**src/rtl/mem_arbiter_pkg.sv**
```systemverilog
// mem_arbiter_pkg
// Shared definitions for the two-port memory arbiter:
//   state_t    - arbiter state encoding (IDLE, ISSUE, WAIT, DONE)
//   port_sel_t - port-select encoding (A=0, B=1)
//   TIMEOUT_DEFAULT and the address/data widths used by both ports.
package mem_arbiter_pkg;

    localparam int TIMEOUT_DEFAULT = 1023;
    localparam int ADDR_W          = 27;
    localparam int DATA_W          = 32;

    typedef enum logic [1:0] {
        IDLE  = 2'd0,
        ISSUE = 2'd1,
        WAIT  = 2'd2,
        DONE  = 2'd3
    } state_t;

    typedef enum logic {
        PORT_A = 1'b0,
        PORT_B = 1'b1
    } port_sel_t;

endpackage

```
**src/rtl/mem_arbiter_port.sv**
```systemverilog
// mem_arbiter_port
// Per-port status registers of the memory arbiter.
// Ports:
//   clk, reset     - system clock, synchronous active-high reset
//   grant          - this port wins arbitration at this edge (sets busy)
//   finish         - this port's access ends at this edge (enters DONE)
//   abort          - the ending access was cut off by the watchdog
//   load_q         - capture mem_q into q when finishing (completed reads)
//   mem_q          - read data from the memory unit
//   q              - last read data returned to the requester
//   busy/done/err  - access outstanding / one-cycle completion / error flag
//   holdoff        - high for the cycle after DONE; port is not eligible then
module mem_arbiter_port
    import mem_arbiter_pkg::*;
(
    input  logic              clk,
    input  logic              reset,
    input  logic              grant,
    input  logic              finish,
    input  logic              abort,
    input  logic              load_q,
    input  logic [DATA_W-1:0] mem_q,
    output logic [DATA_W-1:0] q,
    output logic              busy,
    output logic              done,
    output logic              err,
    output logic              holdoff
);

    // done and err are single-cycle pulses; holdoff trails done by one cycle
    // so the requester has time to drop start before it could be re-granted.
    always_ff @(posedge clk) begin
        if (reset) begin
            q       <= '0;
            busy    <= 1'b0;
            done    <= 1'b0;
            err     <= 1'b0;
            holdoff <= 1'b0;
        end else begin
            holdoff <= done;
            done    <= finish;
            err     <= finish & abort;
            if (grant) begin
                busy <= 1'b1;
            end else if (finish) begin
                busy <= 1'b0;
            end
            if (finish && load_q) begin
                q <= mem_q;
            end
        end
    end

endmodule

```
**src/rtl/mem_arbiter.sv**
```systemverilog
// mem_arbiter
// Two-port arbiter in front of a single memory unit. Port A (instruction
// fetch) and port B (data/DMA) issue level-sensitive requests; ties go to
// the port that was not granted last. A watchdog aborts accesses that stay
// outstanding for TIMEOUT cycles and reports them with err alongside done.
// Ports:
//   clk, reset                         - system clock, synchronous active-high reset
//   a_address/a_data/a_we/a_start      - port A request
//   a_busy/a_done/a_err/a_q            - port A status and read data
//   b_*                                - port B, same as port A
//   mem_address/mem_data/mem_we/mem_start - command to the memory unit
//   mem_busy/mem_q/mem_init_done       - status and read data from the memory unit
module mem_arbiter
    import mem_arbiter_pkg::*;
#(
    parameter int TIMEOUT = TIMEOUT_DEFAULT
) (
    input  logic              clk,
    input  logic              reset,
    input  logic [ADDR_W-1:0] a_address,
    input  logic [DATA_W-1:0] a_data,
    input  logic              a_we,
    input  logic              a_start,
    output logic              a_busy,
    output logic              a_done,
    output logic              a_err,
    output logic [DATA_W-1:0] a_q,
    input  logic [ADDR_W-1:0] b_address,
    input  logic [DATA_W-1:0] b_data,
    input  logic              b_we,
    input  logic              b_start,
    output logic              b_busy,
    output logic              b_done,
    output logic              b_err,
    output logic [DATA_W-1:0] b_q,
    output logic [ADDR_W-1:0] mem_address,
    output logic [DATA_W-1:0] mem_data,
    output logic              mem_we,
    output logic              mem_start,
    input  logic              mem_busy,
    input  logic [DATA_W-1:0] mem_q,
    input  logic              mem_init_done
);

    // Counter width covers TIMEOUT itself so the saturation value is never
    // below the abort threshold.
    localparam int            CW       = (TIMEOUT < 1) ? 1 : $clog2(TIMEOUT + 1);
    localparam logic [CW-1:0] WD_LIMIT = CW'(TIMEOUT - 1);
    localparam logic [CW-1:0] WD_MAX   = '1;

    state_t        state;
    port_sel_t     last_grant;
    port_sel_t     sel;
    logic [CW-1:0] wd_count;

    logic      a_holdoff, b_holdoff;
    logic      a_elig, b_elig;
    logic      can_grant;
    port_sel_t pick;
    logic      active, timeout_hit, complete_ok, abort, finish, load_q;
    logic      grant_a, grant_b, finish_a, finish_b;

    // The watchdog fires on the edge where the count would reach TIMEOUT,
    // so an access is outstanding for at most TIMEOUT cycles. A normal
    // completion on that same edge takes precedence over the abort.
    always_comb begin
        a_elig      = a_start & ~a_holdoff;
        b_elig      = b_start & ~b_holdoff;
        can_grant   = (state == IDLE) && mem_init_done && (a_elig || b_elig);
        pick        = PORT_A;
        if (a_elig && b_elig) begin
            pick = (last_grant == PORT_A) ? PORT_B : PORT_A;
        end else if (b_elig) begin
            pick = PORT_B;
        end
        active      = (state == ISSUE) || (state == WAIT);
        timeout_hit = active && (wd_count >= WD_LIMIT);
        complete_ok = (state == WAIT) && !mem_busy;
        abort       = timeout_hit && !complete_ok;
        finish      = complete_ok || abort;
        load_q      = !abort && !mem_we;
        grant_a     = can_grant && (pick == PORT_A);
        grant_b     = can_grant && (pick == PORT_B);
        finish_a    = finish && (sel == PORT_A);
        finish_b    = finish && (sel == PORT_B);
    end

    assign mem_start = active;

    always_ff @(posedge clk) begin
        if (reset) begin
            state       <= IDLE;
            last_grant  <= PORT_B;
            sel         <= PORT_A;
            wd_count    <= '0;
            mem_address <= '0;
            mem_data    <= '0;
            mem_we      <= 1'b0;
        end else begin
            case (state)
                IDLE: begin
                    if (can_grant) begin
                        sel        <= pick;
                        last_grant <= pick;
                        wd_count   <= '0;
                        state      <= ISSUE;
                        if (pick == PORT_A) begin
                            mem_address <= a_address;
                            mem_data    <= a_data;
                            mem_we      <= a_we;
                        end else begin
                            mem_address <= b_address;
                            mem_data    <= b_data;
                            mem_we      <= b_we;
                        end
                    end
                end
                ISSUE, WAIT: begin
                    if (wd_count != WD_MAX) begin
                        wd_count <= wd_count + CW'(1);
                    end
                    if (finish) begin
                        state <= DONE;
                    end else if (state == ISSUE && mem_busy) begin
                        state <= WAIT;
                    end
                end
                DONE: begin
                    state <= IDLE;
                end
                default: begin
                    state <= IDLE;
                end
            endcase
        end
    end

    mem_arbiter_port u_port_a (
        .clk     (clk),
        .reset   (reset),
        .grant   (grant_a),
        .finish  (finish_a),
        .abort   (abort),
        .load_q  (load_q),
        .mem_q   (mem_q),
        .q       (a_q),
        .busy    (a_busy),
        .done    (a_done),
        .err     (a_err),
        .holdoff (a_holdoff)
    );

    mem_arbiter_port u_port_b (
        .clk     (clk),
        .reset   (reset),
        .grant   (grant_b),
        .finish  (finish_b),
        .abort   (abort),
        .load_q  (load_q),
        .mem_q   (mem_q),
        .q       (b_q),
        .busy    (b_busy),
        .done    (b_done),
        .err     (b_err),
        .holdoff (b_holdoff)
    );

endmodule

```
**config.mk**
```make
export PLATFORM = sky130hd
export DESIGN_NAME = mem_arbiter
export DESIGN_NICKNAME = d
export VERILOG_FILES = /design/src/rtl/mem_arbiter_pkg.sv /design/src/rtl/mem_arbiter_port.sv /design/src/rtl/mem_arbiter.sv
export SDC_FILE = /design/constraint.sdc
export NUM_CORES = 1
export LEC_CHECK = 0
export CAP_MARGIN = 20
export CORE_UTILIZATION = 30
export CTS_BUF_LIST = sky130_fd_sc_hd__clkbuf_4 sky130_fd_sc_hd__clkbuf_8 sky130_fd_sc_hd__clkbuf_16
export CTS_CLUSTER_DIAMETER = 200
export DETAILED_ROUTE_END_ITERATION = 6
export SYNTH_ARGS = -nofsm -noshare
export SYNTH_HDL_FRONTEND = slang
export SYNTH_HIERARCHICAL = 1
export SYNTH_SLANG_ARGS = --single-unit
```
**constraint.sdc**
```tcl
create_clock -name clk -period 4.3 [get_ports clk]
set_input_delay 0.43 -clock clk [delete_from_list [all_inputs] [get_ports clk]]
set_output_delay 0.43 -clock clk [all_outputs]
set_load 0.05 [all_outputs]
```
### Yosys cells after proc, flatten, opt, wreduce, memory -nomap -nowiden

Cells that the tools add are included.

* output and inout port bits: 131
* bits of input ports: 158
* flip-flop bits (word level): 146
* word-level logic and storage cells: 80

* order comparisons: 1
* muxes and demuxes: 17
* add/sub/neg operators: 1
* bitwise gates (word level): 8
* equality and inequality tests: 7
* reduce and logical (&&, ||, !) cells: 29

Operators by type and width (count)
* $mux W32: 1
* $mux W27: 1
* $mux W10: 2
* $pmux W10 S2: 1
* $logic_and A1 B1 Y1: 14
* $add A10 B1 Y10 const B: 1
* $ge A10 B10 Y1 const B: 1
* $ne A10 B10 Y1 const B: 1
* $mux W1: 8
* $mux W2: 3
* $pmux W2 S3: 1
* $reduce_bool A2 Y1: 3
* $and A1 B1 Y1: 4
* $eq A2 B2 Y1 const B: 2
* $logic_not A1 Y1: 4
* $ne A2 B2 Y1 const B: 2
* $not A1 Y1: 4
* $reduce_and A2 Y1: 2
* $logic_or A1 B1 Y1: 3
* $ne A3 B3 Y1 const B: 1
* $reduce_and A3 Y1: 1
* $eq A2 B1 Y1 const B: 1
* $logic_not A2 Y1: 1
* $reduce_or A2 Y1: 1

### Longest topological paths before layout

Gate-level depths: netlist of the first run.

* depth in word-level cells: 8
* depth in mapped cells: 10
* mapped depth without buffers: 8

### Modules after synthesis

Netlist of the first run, hierarchy kept.

Modules (own cells, without submodules)
* mem_arbiter_port: area an instance 1635.3 um^2, times used 2, cells an instance 156, sequential area each 720.7 um^2
* mem_arbiter: area an instance 3010.4 um^2, times used 1, cells an instance 303, sequential area each 1481.4 um^2

### Worst setup path after synthesis of the first run

Ideal clock, no wire load.

* kind: reg-to-reg
* start point: reg state[0]
* end point: reg u_port_b.q[10]
* clock period less this slack: 2.365 ns
* path buffers: 2
* stages on the path, launching flop included: 11
* required time: 4.175 ns
* setup time: 0.125 ns
* setup slack: 1.935 ns
* data arrival time: 2.240 ns
* path through: dfxtp_1 inv_1 ha_1 nand3_1 nor2_1 nand2_1 a21boi_0 buf_6 buf_6 a21bo_1 a21oi_2

* word-level cells in the longest chain between the ends: 7
* elaborated cells on any way between the ends: 12
* classes of those cells: eq/ne: 2; reduce/logical: 10

Ends and longest elaborated chain
* start, declared: line mem_arbiter.sv:51 `state_t state;`
* start signal, assigned: line mem_arbiter.sv:92 `state <= IDLE;`
* start signal, assigned: line mem_arbiter.sv:106 `state <= ISSUE;`
* start signal, assigned: line mem_arbiter.sv:123 `state <= DONE;`
* $eq A2 B1 Y1 / $eq A2 B2 Y1 (equally long branches): line mem_arbiter.sv:76 `active = (state == ISSUE) || (state == WAIT);`
* $logic_or A1 B1 Y1 (*): line mem_arbiter.sv:76
* net mem_start: line mem_arbiter.sv:39 `output logic mem_start,`
* $logic_and A1 B1 Y1 (*): line mem_arbiter.sv:77 `timeout_hit = active && (wd_count >= WD_LIMIT);`
* $logic_and A1 B1 Y1 (*): line mem_arbiter.sv:79 `abort = timeout_hit && !complete_ok;`
* $logic_or A1 B1 Y1 (*): line mem_arbiter.sv:80 `finish = complete_ok || abort;`
* $logic_and A1 B1 Y1 (*): line mem_arbiter.sv:85 `finish_b = finish && (sel == PORT_B);`
* net finish_b: line mem_arbiter.sv:61 `logic grant_a, grant_b, finish_a, finish_b;`
* $logic_and A1 B1 Y1 (*): line mem_arbiter_port.sv:48 `if (finish && load_q) begin`
* end signal, assigned: line mem_arbiter_port.sv:49 `q <= mem_q;`
* end, declared: line mem_arbiter_port.sv:23 `output logic [DATA_W-1:0] q,`

Mark *: on every way through the listed nets, which the timed path passes. The rest lies on a longest branch.
A chain may end at the register's enable or synchronous reset.

### Worst setup path in the final report of the first run

* start point: reg state[0]
* end point: reg u_port_b.err

* word-level cells in the longest chain between the ends: 7
* elaborated cells on any way between the ends: 10
* classes of those cells: eq/ne: 2; bitwise: 1; reduce/logical: 7

Ends and longest elaborated chain
* $eq A2 B1 Y1 / $eq A2 B2 Y1 (equally long branches): line mem_arbiter.sv:76, mem_arbiter.sv:78
* $logic_or A1 B1 Y1 / $logic_and A1 B1 Y1 (equally long branches): line mem_arbiter.sv:76, mem_arbiter.sv:78
* $logic_and A1 B1 Y1 / $logic_not A1 Y1 (equally long branches): line mem_arbiter.sv:77, mem_arbiter.sv:79
* $logic_and A1 B1 Y1: line mem_arbiter.sv:79
* $logic_or A1 B1 Y1 (*): line mem_arbiter.sv:80
* $logic_and A1 B1 Y1 (*): line mem_arbiter.sv:85
* net finish_b: line mem_arbiter.sv:61
* $and A1 B1 Y1 (*): line mem_arbiter_port.sv:42 `err <= finish & abort;`
* end signal, assigned: line mem_arbiter_port.sv:42
* end, declared: line mem_arbiter_port.sv:26 `output logic err,`

Marked as above.

==> results of run 1 <==
sequential cells by signal, summed over array words and instances (netlist names), 2 cells and up:
signal       flops
state            2
u_port_a/q      32
mem_address     27
mem_data        32
u_port_b/q      32
wd_count        10
report_power, final:
group	switching (mW)	internal, mW
sequential	0.0921	1.50
combinational	0.994	0.598
clock	0.641	0.998
placed cells by master (no fill, tap or decap), types with 2 or more instances in the layout:
cell             count
clkdlybuf4s50_1    287
dfxtp_1            146
nor2_1              73
nand3_1             68
a21bo_1             64
a222oi_1            60
a21oi_2             56
clkbuf_16           17
a21oi_1             15
xnor2_1              9
buf_4                9
inv_1                8
ha_1                 6
nand2_1              5
a211oi_1             5
inv_6                5
bufinv_16            4
nor2b_1              4
nand2b_1             3
clkinvlp_4           3
nand4_1              2
nor2_4               2
nor2b_2              2
a2111oi_1            2
and2_1               2
critical path, cell delays in order (launching register included):
cell,delay (ns)
dfxtp_1,0.36
inv_1,0.08
ha_1,0.44
nand3_1,0.18
nor2_1,0.15
nand2_1,0.17
a21boi_4,0.53
buf_4,0.39
nor2b_1,0.19
and2_1,0.13
through the flow:
stage,instance area (um2),hold slack [ns],cells
after CTS,9860,0.471,1150
after global placement,9230,0.455,1119
after global routing,9860,0.488,1150
final,9860,0.467,1150
after detailed placement,9230,0.461,1119
after floorplan,6280,0.436,615
synth_stat cells, drive strengths merged (3+ instances only):
cell | n | area [um2]
a2111oi | 3 | 35.0
a211oi | 5 | 37.5
a21bo | 64 | 641
a21oi | 72 | 571
a222oi | 60 | 601
buf | 52 | 357
clkbuf | 12 | 45.0
dfxtp | 146 | 2920
ha | 6 | 75.1
inv | 8 | 30.0
nand2 | 5 | 18.8
nand2b | 4 | 32.5
nand3 | 68 | 340
nor2 | 75 | 282
nor2b | 6 | 42.5
xnor2 | 9 | 78.8
kinds of logic after synthesis:
logic type               synth area share, %
XOR/XNOR                                1.26
adder cells (fa/ha/maj)                 1.20
buffers and inverters                   6.87
AND/OR/NAND/NOR                         12.3
AO/OA/AOI/OAI                           31.9
flip-flops                              46.5
final timing paths:
kind,end,start
worst max-delay path,u_port_b/err,state[0]
worst min-delay path,u_port_a/holdoff,u_port_a/done
worst max register to register,u_port_b/err,state[0]
worst min register to register,u_port_a/holdoff,u_port_a/done
routing by layer:
metal	share of wire (%)	wire (um)	track usage [%]	vias up
met5	0	0	0	-
met4	1.5	299	6.51	0
met3	7.2	1460	6.12	17
met2	50	10100	32.1	193
met1	41	8360	21.6	2719
li1	-	-	-	2802
cell type report:
type / count / area, um2 / share of cell area [%]
Timing Repair Buffer: 298 / 2970 / 30.1
Multi-Input combinational cell: 397 / 2970 / 30.1
Sequential cell: 146 / 2920 / 29.6
Clock buffer: 18 / 439 / 4.45
Tap cell: 270 / 338 / 3.42
Clock inverter: 13 / 198 / 2.00
Inverter: 8 / 30.0 / 0.304
==> impl_results.md, run 1 <==
* Status: finished clean
* FF-to-FF setup slack at between 1.5 and 2 ns
* Total wire length at 20200 um
* Setup violations, final at 0
* Hold path depth at 1
* Gr ovfl total at 0
* Nets at between 1k and 1.5k
* Fillers at 1917
* Io pins at roughly 290
* Setup tns final at 0 ns
* DP HPWL at roughly 14000 um
* MaxCap Viol Count at 0
* Tcrit/Tclk final at 62.9%
* CP Class: reg2reg
* Cell Rows at 52
* First-pass GRT wire length at approximately 32000 um
* FFs w/ async S/R, synth at 0%
* Startpoint types: flip-flop
* DRC errors left at 0
* RD Place Congestion at between 0.7 and 0.8
* Net Count, Synth at about 780
* CTS root buffer: clkbuf_16
* Core box area at roughly 20000 um2
* Synthesized flop and latch total at between 100 and 150
* Post-synth top flop: dfxtp_1
* Critical path peak fanout at 26
* # Post-CTS Setup Buffers at 0
* GRT Util Overall at a little under a fifth
* Initial Util at between 30% and 40%
* # resized after CTS at 0
* Pleak at 3.42 nW
* Peak VDD IR at 0.264 mV
* Sink Count at 146
* YS warnings at 6
* Syn avg cell area at roughly 10 um2
* Final period demand of the worst path at about 2.7 ns
* Synth Cell Area at ~6300 um2
* Worst Path Arrival at between 3 and 4 ns
* Worst slack, placed at ~1.5 ns
* Vias per cell at roughly 5.0
* Final Hold Vio Count at 0
* Power Total at approximately 4.8 mW
* Layout Utilization at 48.4%
* Fin. max-slew vios at 0
* Vias in the first global route at between 5k and 6k
* Largest net degree at the start of global routing at ~120
* Req. time, crit path at about 4.7 ns
* DR iter-0 viols at around 390
* Diode count at 0
* Fraction of layout cells with a size suffix above 1 at 12.5%
* FMAX at roughly 370 MHz
* Vert. Die Dim at roughly 150 um
* Clock latency on the worst-skew pair at 0.43 ns
* Hold buffer count at CTS at 0
* # port buffers at 288
* Post-synth EDFFs at 0
* CTS tree: built
* CP endpoint kind: flip-flop
* RSZ-0062 raised after global routing: false
* Sequential share of the synthesized area at approximately 47%
* PD cells at between 400 and 500 nW/um2
* # H-tree levels at 4
* Vias post-DR at between 5k and 6k
* Mapped Cells at 615
* Routed length per instance at around 18 um
* Post-route ant nets at 0
* Post-route worst setup slack at ~1.6 ns
* Slew of the pin with the lowest slew margin at 1.00 ns
* Worst R2R Path Depth at 9
* Slew HR at around a third
* Area Overhead vs Synth at 57.1%
* Num CTS Buffers at 17
* TritonRoute pass-1 iters at 6
* HP Class: reg2reg
* CTS clk-pin slew, worst paths at around 0.060 ns
* Die Wd at between 100 and 150 um
* Clock skew at ~0.016 ns
* Initial antenna violation count at 0
* Yosys cell types at 39
* Die ar. at 21500 um2
* CTS max path bufs at 2
(Power assumes the default switching activity.)
==> run 2, diff against run 1 <==
- clock period: 4.3 -> 2.3 ns (I/O delays scaled with it)
==> impl_results.md, run 2 (synthesized netlist as in run 1, its figures left out) <==
* Status: finished clean
* Initial antenna violation count at 0
* # port buffers at around 290
* Final Hold Vio Count at 0
* Req. time, crit path at 2.59 ns
* Fillers at between 1.5k and 2k
* CTS clk-pin slew, worst paths at 0.06 ns
* Clock latency on the worst-skew pair at approximately 0.42 ns
* Core box area at approximately 20000 um2
* CTS max path bufs at 2
* TritonRoute pass-1 iters at 6
* Pleak at about 3.5 nW
* Most frequent cells in the layout: clkdlybuf4s50_1, dfxtp_1, nor2_1, nand3_1, a21bo_1
* PD cells at ~900 nW/um2
* Fraction of layout cells with a size suffix above 1 at 14.5%
* Cell Rows at 52
* Placed Cells at ~1.1k
* Setup tns final at 0 ns
* Clock skew at 0.0134 ns
* CTS root buffer: clkbuf_16
* MaxCap Viol Count at 0
* Worst Path Arrival at approximately 2.4 ns
* GRT Util Overall at between 15 and 20%
* DR iter-0 viols at around 400
* Post-route ant nets at 0
* Tcrit/Tclk final at between 90 and 100%
* DP HPWL at ~14000 um
* Hold buffer count at CTS at 0
* Total wire length at 20100 um
* Io pins at 289
* FMAX at 473 MHz
* RD Place Congestion at about 0.75
* RSZ-0062 raised after global routing: false
* CP endpoint kind: flip-flop
* Die Wd at 147 um
* Setup violations, final at 0
* Vias in the first global route at approximately 5.6k
* Nets at about 1.0k
* Dpl cell area at around 9500 um2
* Critical path, cell by cell: inv_1 > ha_2 > nand3_1 > nor2_1 > nand2_2 > a21boi_4 > buf_4 > clkbuf_16 > a21bo_1 > a21oi_2
* DRC errors left at 0
* Slowest CP cell: dfxtp_1
* CTS tree: built
* Vert. Die Dim at between 100 and 150 um
* Non-filler cells, final at about 1.2k
* Biggest regs: mem_data x32, u_port_a/q x32, u_port_b/q x32
* Final period demand of the worst path at roughly 2.1 ns
* Slew HR at about three fifths
* First-pass GRT wire length at between 30000 and 40000 um
* Diode count at 0
* Slew of the pin with the lowest slew margin at approximately 0.60 ns
* Vias per cell at a little under 5
* Startpoint types: flip-flop
* Num CTS Buffers at 17
* Crit-path leading delay family: buffers and inverters
* Area Overhead vs Synth at 60.5%
* Critical path peak fanout at 23
* Crit path largest cell delay at between 0.3 and 0.4 ns
* Largest net degree at the start of global routing at slightly below 50
* CP Class: reg2reg
* Die ar. at around 22000 um2
* Vias post-DR at a little under 6k
* Commonest non-fill, non-tap cell in the layout: clkdlybuf4s50_1
* Post-Layout Inst Area at 10100 um2
* Fin. max-slew vios at 0
* Routed length per instance at between 15 and 20 um
* Initial Util at ~31%
* Peak VDD IR at roughly 0.49 mV
* HP Class: in2reg
* # H-tree levels at 4
* Buf/Inv on CP at 3
* Sink Count at between 100 and 150
* Power Total at between 8 and 9 mW
* Gr ovfl total at 0
-- run 2: area by class of cell --
cell class                      instances  area, um2  area share, %
Multi-Input combinational cell        397       2970           29.5
Clock inverter                         13        150           1.49
Timing Repair Buffer                  313       3220           32.0
Inverter                                8       30.0          0.298
Clock buffer                           19        440           4.37
Sequential cell                       146       2920           29.0
Tap cell                              270        338           3.35
-- run 2: repair_timing --
| item | in CTS | in global routing |
|---|---|---|
| endpoints found under the setup margin | 0 | 2 |
| resized for setup | 0 | 2 |
| setup buffers | 0 | 1 |
-- run 2: routing by layer --
metal	vias up	track usage [%]	routed length [um]	part of all wire, %
li1	2837	-	-	-
met5	-	0	0	0
met1	2724	23.1	8790	44
met2	218	29.2	9450	47
met3	19	6.15	1540	7.7
met4	0	5.36	310	1.5
-- run 2: stage by stage --
stage          utilization (%)  setup WS [ns]  hold WS [ns]
3_5_place_dp              46.4          0.118         0.460
4_1_cts                   49.3         0.0961         0.150
2_1_floorplan                -          0.118         0.377
3_3_place_gp              46.4          0.132         0.455
6_report                  49.5          0.187         0.155
5_1_grt                   49.5         0.0287         0.164
-- run 2: worst paths after layout --
| path | cells past startpoint | slack (ns) | endpoint | from |
|---|---|---|---|---|
| worst max-delay path | 10 | 0.19 | u_port_b/q[13] | state[0] |
| worst min-delay path | 2 | 0.16 | mem_address[15] | reset |
| worst max register to register | 10 | 0.19 | u_port_b/q[13] | state[0] |
| worst min register to register | 1 | 0.47 | last_grant | last_grant |
-- run 2: report_power, final --
group	total [mW]	switching (mW)	internal [mW]
registers	2.99	0.177	2.81
clock network	2.81	1.16	1.65
logic	3.11	1.88	1.23
